## src/rtl/mem_port_arbiter.sv

```systemverilog
`default_nettype none
// ============================================================================
// Module      : mem_port_arbiter
// Description : Shares one single-port memory between instruction fetch and
//               MEM-stage data accesses; drives pipeline stall and halt.
// Revision    : 1.0 - initial release
// ============================================================================
module mem_port_arbiter #(
    parameter int ADDR_W     = 32,
    parameter int DATA_W     = 32,
    parameter int STARVE_MAX = 3,
    parameter int TIMEOUT    = 15
) (
    input  logic              clk,
    input  logic              reset,
    input  logic              if_req,
    input  logic [ADDR_W-1:0] if_addr,
    output logic [DATA_W-1:0] if_rdata,
    output logic              if_ready,
    input  logic              d_req,
    input  logic              d_we,
    input  logic [ADDR_W-1:0] d_addr,
    input  logic [DATA_W-1:0] d_wdata,
    output logic [DATA_W-1:0] d_rdata,
    output logic              d_ready,
    output logic              mem_req,
    output logic              mem_we,
    output logic [ADDR_W-1:0] mem_addr,
    output logic [DATA_W-1:0] mem_wdata,
    input  logic [DATA_W-1:0] mem_rdata,
    input  logic              mem_ack,
    input  logic              stop_m,
    output logic              stall,
    output logic              halted,
    output logic              timeout_err
);

    localparam int c_STARVE_W = $clog2(STARVE_MAX + 1);
    localparam int c_TCNT_W   = $clog2(TIMEOUT + 1);
    localparam logic [c_STARVE_W-1:0] c_STARVE_MAX  = c_STARVE_W'(STARVE_MAX);
    localparam logic [c_TCNT_W-1:0]   c_TCNT_LAST   = c_TCNT_W'(TIMEOUT - 1);

    typedef enum logic [1:0] {
        ST_IDLE   = 2'd0,
        ST_BUSY_I = 2'd1,
        ST_BUSY_D = 2'd2,
        ST_HALT   = 2'd3
    } state_t;

    state_t                r_state,       w_state_nxt;
    logic [c_STARVE_W-1:0] r_starve,      w_starve_nxt;
    logic [c_TCNT_W-1:0]   r_tcnt,        w_tcnt_nxt;
    logic                  r_mem_req,     w_mem_req_nxt;
    logic                  r_mem_we,      w_mem_we_nxt;
    logic [ADDR_W-1:0]     r_mem_addr,    w_mem_addr_nxt;
    logic [DATA_W-1:0]     r_mem_wdata,   w_mem_wdata_nxt;
    logic                  r_if_ready,    w_if_ready_nxt;
    logic                  r_d_ready,     w_d_ready_nxt;
    logic [DATA_W-1:0]     r_if_rdata,    w_if_rdata_nxt;
    logic [DATA_W-1:0]     r_d_rdata,     w_d_rdata_nxt;
    logic                  r_halted,      w_halted_nxt;
    logic                  r_timeout_err, w_timeout_err_nxt;
    logic                  w_ready_now;
    logic                  w_done;
    logic [DATA_W-1:0]     w_rdata;

    always_ff @(posedge clk) begin
        if (!reset) begin
            r_state       <= ST_IDLE;
            r_starve      <= '0;
            r_tcnt        <= '0;
            r_mem_req     <= 1'b0;
            r_mem_we      <= 1'b0;
            r_mem_addr    <= '0;
            r_mem_wdata   <= '0;
            r_if_ready    <= 1'b0;
            r_d_ready     <= 1'b0;
            r_if_rdata    <= '0;
            r_d_rdata     <= '0;
            r_halted      <= 1'b0;
            r_timeout_err <= 1'b0;
        end else begin
            r_state       <= w_state_nxt;
            r_starve      <= w_starve_nxt;
            r_tcnt        <= w_tcnt_nxt;
            r_mem_req     <= w_mem_req_nxt;
            r_mem_we      <= w_mem_we_nxt;
            r_mem_addr    <= w_mem_addr_nxt;
            r_mem_wdata   <= w_mem_wdata_nxt;
            r_if_ready    <= w_if_ready_nxt;
            r_d_ready     <= w_d_ready_nxt;
            r_if_rdata    <= w_if_rdata_nxt;
            r_d_rdata     <= w_d_rdata_nxt;
            r_halted      <= w_halted_nxt;
            r_timeout_err <= w_timeout_err_nxt;
        end
    end

    always_comb begin
        w_state_nxt       = r_state;
        w_starve_nxt      = r_starve;
        w_tcnt_nxt        = r_tcnt;
        w_mem_req_nxt     = r_mem_req;
        w_mem_we_nxt      = r_mem_we;
        w_mem_addr_nxt    = r_mem_addr;
        w_mem_wdata_nxt   = r_mem_wdata;
        w_if_ready_nxt    = 1'b0;
        w_d_ready_nxt     = 1'b0;
        w_if_rdata_nxt    = r_if_rdata;
        w_d_rdata_nxt     = r_d_rdata;
        w_halted_nxt      = r_halted;
        w_timeout_err_nxt = r_timeout_err;
        // The ready cycle still shows the old request, so arbitration skips it.
        w_ready_now       = r_if_ready | r_d_ready;
        w_done            = mem_ack || (r_tcnt == c_TCNT_LAST);
        w_rdata           = mem_ack ? mem_rdata : '0;

        case (r_state)
            ST_IDLE: begin
                w_tcnt_nxt = '0;
                if (!if_req) begin
                    w_starve_nxt = '0;
                end
                if (!w_ready_now) begin
                    if (d_req && !(if_req && r_starve == c_STARVE_MAX)) begin
                        w_state_nxt     = ST_BUSY_D;
                        w_mem_req_nxt   = 1'b1;
                        w_mem_we_nxt    = d_we;
                        w_mem_addr_nxt  = d_addr;
                        w_mem_wdata_nxt = d_wdata;
                        if (if_req && r_starve != c_STARVE_MAX) begin
                            w_starve_nxt = r_starve + c_STARVE_W'(1);
                        end
                    end else if (if_req) begin
                        w_state_nxt    = ST_BUSY_I;
                        w_mem_req_nxt  = 1'b1;
                        w_mem_we_nxt   = 1'b0;
                        w_mem_addr_nxt = if_addr;
                        w_starve_nxt   = '0;
                    end else if (stop_m) begin
                        w_state_nxt  = ST_HALT;
                        w_halted_nxt = 1'b1;
                    end
                end
            end
            ST_BUSY_I, ST_BUSY_D: begin
                if (w_done) begin
                    w_state_nxt   = ST_IDLE;
                    w_mem_req_nxt = 1'b0;
                    w_tcnt_nxt    = '0;
                    if (!mem_ack) begin
                        w_timeout_err_nxt = 1'b1;
                    end
                    if (r_state == ST_BUSY_I) begin
                        w_if_ready_nxt = 1'b1;
                        w_if_rdata_nxt = w_rdata;
                    end else begin
                        w_d_ready_nxt = 1'b1;
                        w_d_rdata_nxt = w_rdata;
                    end
                end else begin
                    w_tcnt_nxt = r_tcnt + c_TCNT_W'(1);
                end
            end
            ST_HALT: begin
                w_mem_req_nxt = 1'b0;
                w_halted_nxt  = 1'b1;
            end
            default: begin
                w_state_nxt = ST_IDLE;
            end
        endcase
    end

    assign mem_req     = r_mem_req;
    assign mem_we      = r_mem_we;
    assign mem_addr    = r_mem_addr;
    assign mem_wdata   = r_mem_wdata;
    assign if_ready    = r_if_ready;
    assign d_ready     = r_d_ready;
    assign if_rdata    = r_if_rdata;
    assign d_rdata     = r_d_rdata;
    assign halted      = r_halted;
    assign timeout_err = r_timeout_err;
    assign stall       = (d_req && !r_d_ready) || (if_req && !r_if_ready) || r_halted;

endmodule
`default_nettype wire
```

## config.mk

```make
export PLATFORM = sky130hd
export DESIGN_NAME = mem_port_arbiter
export DESIGN_NICKNAME = d
export VERILOG_FILES = /design/src/rtl/mem_port_arbiter.sv
export SDC_FILE = /design/constraint.sdc
export NUM_CORES = 1
export LEC_CHECK = 0
export ABC_AREA = 1
export CAP_MARGIN = 10
export CELL_PAD_IN_SITES_DETAIL_PLACEMENT = 1
export CELL_PAD_IN_SITES_GLOBAL_PLACEMENT = 1
export CORE_UTILIZATION = 25
export DETAILED_ROUTE_END_ITERATION = 8
export PLACE_DENSITY_LB_ADDON = 0.08
export SYNTH_ARGS = -nofsm -noshare
export SYNTH_HDL_FRONTEND = slang
export SYNTH_SLANG_ARGS = --single-unit
```

## constraint.sdc

```tcl
create_clock -name clk -period 4.4 [get_ports clk]
set_input_delay 1.32 -clock clk [delete_from_list [all_inputs] [get_ports clk]]
set_output_delay 1.32 -clock clk [all_outputs]
set_load 0.005 [all_outputs]
```

# == Word level (Yosys, flattened, before mapping) ==
# Cells that the tools add are included.
# Widths: inputs -> output; s select.
# word_totals
register_bits,142
output_inout_bits,135
word_cells,87
inputBits,135
# op_classes
muxes,30
n_reduce_logical,25
bitwise_logic,4
n_eq_ne,13
add_sub_neg,2
# op_table
cell,n
$mux 32,3
$reduce_and 3->1,7
$mux 2,10
$mux 1,12
$ne 2x2->1 const B,6
$pmux 4 s2,1
$eq 2x2->1 const B,3
$reduce_bool 2->1,3
$logic_and 1x1->1,5
$reduce_and 5->1,1
$add 4x1->4 const B,1
$eq 4x4->1 const B,1
$mux 4,1
$ne 4x4->1 const B,1
$pmux 2 s2,1
$reduce_and 4->1,1
$logic_not 1->1,3
$logic_or 1x1->1,3
$ne 3x3->1 const B,1
$not 1->1,3
$pmux 1 s3,1
$add 2x1->2 const B,1
$eq 2x1->1 const B,1
$logic_not 2->1,1
3 further kinds,3

# == Longest topological paths before layout ==
# Gate-level depths: netlist of the first run.
# logic_depth
depth_word,7
depth_mapped,9
mapped_depth_nobuf,8

# == Worst setup path before layout of the first run ==
# Ideal clock, no wire load.
# synth_timing
kind,input to output
from,in d_req
to,out stall
t_required_ns,3.080
path_buffers,0
arrival_ns,1.523
stages,2
slack_ns,1.557
cell_sequence,inv_1 o221ai_1
# synth_between
elab_chain_cells,3
# synth_rtl
element,line,text
start: declaration,20,"input logic d_req,"
$logic_and 1x1->1,185,assign stall = (d_req && !r_d_ready) || (if_req && !r_if_ready) || r_halted;
$logic_or 1x1->1 (2 in series),185,
end: declaration,33,"output logic stall,"
# Every way passes these cells.

# == Final worst setup path of the first run ==
# Ends and elaborated chain as after synthesis.

==> results of run 1 <==
-- report_power, final --
part	switching, mW	internal (mW)	total, mW
clock network	0.618	0.786	1.40
registers	0.174	1.62	1.79
logic	0.953	0.907	1.86
-- final timing paths --
kind	start	endpoint	slack (ns)	cells after the start
worst max-delay path	d_req	stall	0.42	4
worst min-delay path	if_rdata[15]	if_rdata[15]	0.44	2
worst max register to register	r_state[1]	d_rdata[7]	1.97	6
worst min register to register	if_rdata[15]	if_rdata[15]	0.44	2
-- tightest hold or removal path: stages (launching register included) --
cell	delay, ns
dfxtp_1	0.31
inv_1	0.05
a21oi_1	0.05
-- cells in the final DEF (no fill, tap or decap), types with 2 or more instances in the layout --
master / count
ha_1: 6
o21ai_1: 78
nand2_1: 96
nand3_1: 3
inv_6: 5
clkinv_4: 2
nand4_1: 22
a21oi_1: 130
clkinv_2: 3
nor2_4: 2
dfxtp_1: 142
clkdlybuf4s50_1: 268
inv_2: 9
clkbuf_16: 17
a21oi_2: 8
o21ai_0: 32
inv_1: 77
nor2_1: 78
nand2_2: 3
clkinvlp_4: 4
nand3_4: 2
buf_4: 6
-- cells by family (layout without fill, tap and decap cells) --
group | Yosys count | count (layout)
compound gates | 251 | 251
xor+xnor | 1 | 1
fa+ha+maj | 6 | 6
buf+inv | 140 | 393
flops | 142 | 142
simple gates | 211 | 211
-- cell type report --
class / instances / area (um^2)
clock buffer: 18 / 429
multi-input combinational: 469 / 2300
inverter: 87 / 328
tap: 285 / 357
fill: 2672 / 13500
sequential: 142 / 2840
timing repair buffer: 274 / 2730
clock inverter: 14 / 131
-- routing by layer --
metal	vias to the layer above	GRT usage, %	share of wire [%]
met1	2704	21.7	45
met2	174	28.3	45
met5	-	0	0
li1	2931	-	-
met3	20	7.05	8.1
met4	0	5.90	1.7
-- stage by stage --
step	total power, mW	utilization [%]	setup slack, ns	cells
after global routing	5.41	40.3	0.373	1289
after floorplan	2.75	-	1.56	751
after CTS	5.15	40.3	0.394	1289
after global placement	3.69	37.8	0.410	1257
after detailed placement	3.70	37.8	0.394	1257
final	5.05	40.3	0.422	1289
-- registers in the layout (all words and copies together) (netlist names), 2 cells and up --
register / flops
mem_addr: 32
r_state: 2
r_tcnt: 4
r_starve: 2
d_rdata: 32
if_rdata: 32
mem_wdata: 32
-- cell usage after synthesis, types with 9 or more instances --
cell and number:
a21oi_1 130, buf_2 24, clkbuf_1 19, dfxtp_1 142, inv_1 77, inv_2 9, nand2_1 96, nand4_1 22
nor2_1 78, o21ai_0 32, o21ai_1 78
==> flow_summary.yaml, run 1 <==
place:
  gp_congestion: 0.730
  place_area_um2: 8550
  place.detailed.hpwl_um: 13900
  io_buffers: 269
die:
  core_area_um2: 22600
  die_area_um2: 23700
  die_y_um: 154
  num_io_pins: 270
  fp-row-count: 55
  die_w_um: 154
  initial_core_util_pct: 25.5
job:
  maxCapViolations: 0
final_layout:
  layout-drive-gt1-share_pct: 6.37
  fin_nets: 1132
  final_area_um2: 9110
  syn_to_final_growth_pct: 58.2
  diodes: 0
sta:
  period_share_pct: 90.4
  holdWs_ns: 0.444
  rsz0062_at_grt: "no"
  hold_viol: 0
  min_period_ns: 3.98
  fmax_mhz: 251
  worstMarginPinSlew_ns: 1.02
  skew_ns: 0.00966
  setup_viol: 0
  tns_ns: 0
  drv_slew: 0
  relSlewSlack_pct: 32.2
logic_synthesis:
  ys.flop_type: "dfxtp_1"
  synthAdderAreaFrac_pct: 1.30
  syn_nets: 892
  seq_area_frac_synth_pct: 49.3
  async_reset_ff_share_pct: 0
  synthMuxAreaShare_pct: 0
  synth_area_leaders: "dfxtp_1 (49%), a21oi_1 (11%), o21ai_1 (6.8%)"
  yosysTopAreaCell: "dfxtp_1"
  synth_edf_count: 0
  post_synth.cell_area_avg_um2: 7.67
  synth_area_um2: 5760
  synth_top_family_by_area: "compound AO/OA/AOI/OAI gates"
  synth_xor_xnor_area_share_pct: 0.152
  synth-simple-area-share_pct: 16.0
  synth_warnings: 0
  ys_ff_latch: 142
  synthCells: 751
  synth.top_cell.area_share_pct: 49.3
  synth-compound-area-share_pct: 22.4
  synth.distinct_cells: 30
route:
  vias: 5829
  antenna_left: 0
  wl_per_cell_um: 16.0
  viasPerCell: 4.52
  dr.pass1.iters: 4
  drtIter0Drc: 215
  routed_wl_um: 20600
  drc_errors: 0
global_route:
  grt_max_degree: 69
  antenna_found_initial: 0
  grt_usage_pct: 17.8
  grt_pass1_vias: 6094
  grt_pass1_wl_um: 32900
  grt_overflow: 0
clocking:
  cts_tree: "built"
  numCtsBuffers: 17
  numClockSinks: 142
  post-cts-setup-buffer-count: 0
  cts_resized: 0
  insertion_delay_ns: 0.42
  cts.clk_slew.worst_paths_ns: 0.07
  cts-root-buf: "clkbuf_16"
  clk_path_buf_depth: 2
  htreeDepth: 4
  holdBufCountCts: 0
worst_setup_path:
  cp_max_fo: 4
  startpoint_type: "input pin"
  path_buf_inv: 3
  cpLargestDelayFamily: "buffers and inverters"
  arrival_ns: 2.66
  path_class: "input pin to output pin"
  critPathRequiredTime_ns: 3.08
  cp_cell_sequence: "clkdlybuf4s50_1 > inv_1 > o221ai_1 > clkdlybuf4s50_1"
  critPathMaxStageDelay_ns: 0.57
  cp-end-kind: "output pin"
  cp_common_cell: "clkdlybuf4s50_1"
  slowest_stage: "clkdlybuf4s50_1"
power:
  peakVddDrop_v: 0.000272
  p_per_area_nw_per_um2: 555
  cellLeakagePower_nw: 3.53
worst_hold_path:
  hp-class: "register to register"
run_status:
  outcome: "completed"
No activity file was read; power rests on OpenSTA's default activity.
==> inputs of run 2 (changes only) <==
CORE_ASPECT_RATIO = 1.25   (was default)
CORE_UTILIZATION = 31   (was 25)
==> flow_summary.yaml, run 2 (synthesis results as in run 1) <==
final_layout:
  diodes: 0
  fin_nets: 1133
  fin_util_pct: 50.3
  layout-drive-gt1-share_pct: 6.47
  layout_commonest_cell: "clkdlybuf4s50_1"
  regArea_um2: 2840
  syn_to_final_growth_pct: 58.7
  fillers: 2170
  multi_input_area_um2: 2300
  most-common-layout-cells: "clkdlybuf4s50_1 (268), dfxtp_1 (142), a21oi_1 (130)"
die:
  die_area_um2: 19100
  die_w_um: 124
  fp-row-count: 55
  core_area_um2: 18200
  initial_core_util_pct: 31.7
  num_io_pins: 270
  die_y_um: 154
place:
  place.detailed.hpwl_um: 13000
  place_ws_ns: 0.370
  gp_congestion: 0.731
  io_buffers: 269
global_route:
  grt_pass1_wl_um: 30200
  antenna_found_initial: 0
  grt_overflow: 0
  grt_pass1_vias: 6004
  grt_usage_pct: 20.3
  grt_max_degree: 60
route:
  drtIter0Drc: 218
  routed_wl_um: 19100
  drc_errors: 0
  dr.pass1.iters: 4
  viasPerCell: 4.79
  antenna_left: 0
  vias: 5906
  wl_per_cell_um: 15.5
worst_setup_path:
  startpoint_type: "input pin"
  critPathRequiredTime_ns: 3.08
  cp_max_fo: 4
  path_class: "input pin to output pin"
  arrival_ns: 2.69
  cp-end-kind: "output pin"
  crit_start: "d_req"
  r2r_start: "r_state[0]"
  regToRegSetupSlack_ns: 1.58
clocking:
  cts_resized: 0
  cts-root-buf: "clkbuf_16"
  insertion_delay_ns: 0.42
  htreeDepth: 4
  post-cts-setup-buffer-count: 0
  cts_tree: "built"
  cts.clk_slew.worst_paths_ns: 0.06
  holdBufCountCts: 0
  clk_path_buf_depth: 2
  numClockSinks: 142
  numCtsBuffers: 17
sta:
  setup_ws_ns: 0.392
  period_share_pct: 91.1
  min_period_ns: 4.01
  drv_slew: 0
  fmax_mhz: 249
  worstMarginPinSlew_ns: 1.07
  skew_ns: 0.00838
  rsz0062_at_grt: "no"
  setup_viol: 0
  relSlewSlack_pct: 28.3
  hold_viol: 0
  tns_ns: 0
power:
  cellLeakagePower_nw: 3.58
  p_per_area_nw_per_um2: 573
  peakVddDrop_v: 0.000243
job:
  maxCapViolations: 0
worst_hold_path:
  hp-class: "register to register"
  worstHoldStart: "if_rdata[17]"
run_status:
  outcome: "completed"
-- run 2: cell type report --
cell class	instances	area share (%)
flip-flops and latches	142	31.1
repair buffers	275	29.9
multi-input cells	469	25.2
clock buffers	19	4.84
inverters	87	3.59
well taps	228	3.12
clock inverters	13	2.33
-- run 2: power by group --
part | internal (mW) | switching, mW
Sequential | 1.62 | 0.169
Combinational | 0.911 | 0.936
Clock | 1.02 | 0.581
-- run 2: layer usage --
layer | vias to the layer above | routed length [um] | GRT usage (%) | share of wire [%]
met5 | - | 0 | 0 | 0
met4 | 0 | 463 | 8.33 | 2.4
met3 | 29 | 1530 | 7.19 | 8.0
met2 | 182 | 9230 | 34.4 | 48
met1 | 2759 | 7910 | 22.7 | 41
li1 | 2936 | - | - | -
-- run 2: final timing paths --
kind / to / cells past startpoint
min reg2reg: if_rdata[17] / 2
max: stall / 4
min: if_rdata[17] / 2
max reg2reg: d_rdata[8] / 5
-- run 2: worst max-delay path, cell delays in order --
cell and delay [ns]:
clkdlybuf4s50_1 0.56, inv_1 0.06, o221ai_1 0.17, clkdlybuf4s50_1 0.58
-- run 2: per-stage QoR --
stage          hold WS (ns)  cells  power, mW  area [um^2]
2_1_floorplan         0.429    751       2.75         5760
3_3_place_gp          0.432   1201       3.66         8490
3_5_place_dp          0.436   1201       3.68         8490
4_1_cts               0.446   1233       5.32         9140
5_1_grt               0.462   1233       5.58         9140
6_report              0.443   1233       5.24         9140
==> inputs of run 3 (changes only) <==
CTS_CLUSTER_SIZE = 40   (was default)
==> results of run 3 <==
No change in the layout: final DEF, timing and power equal those of run 2.
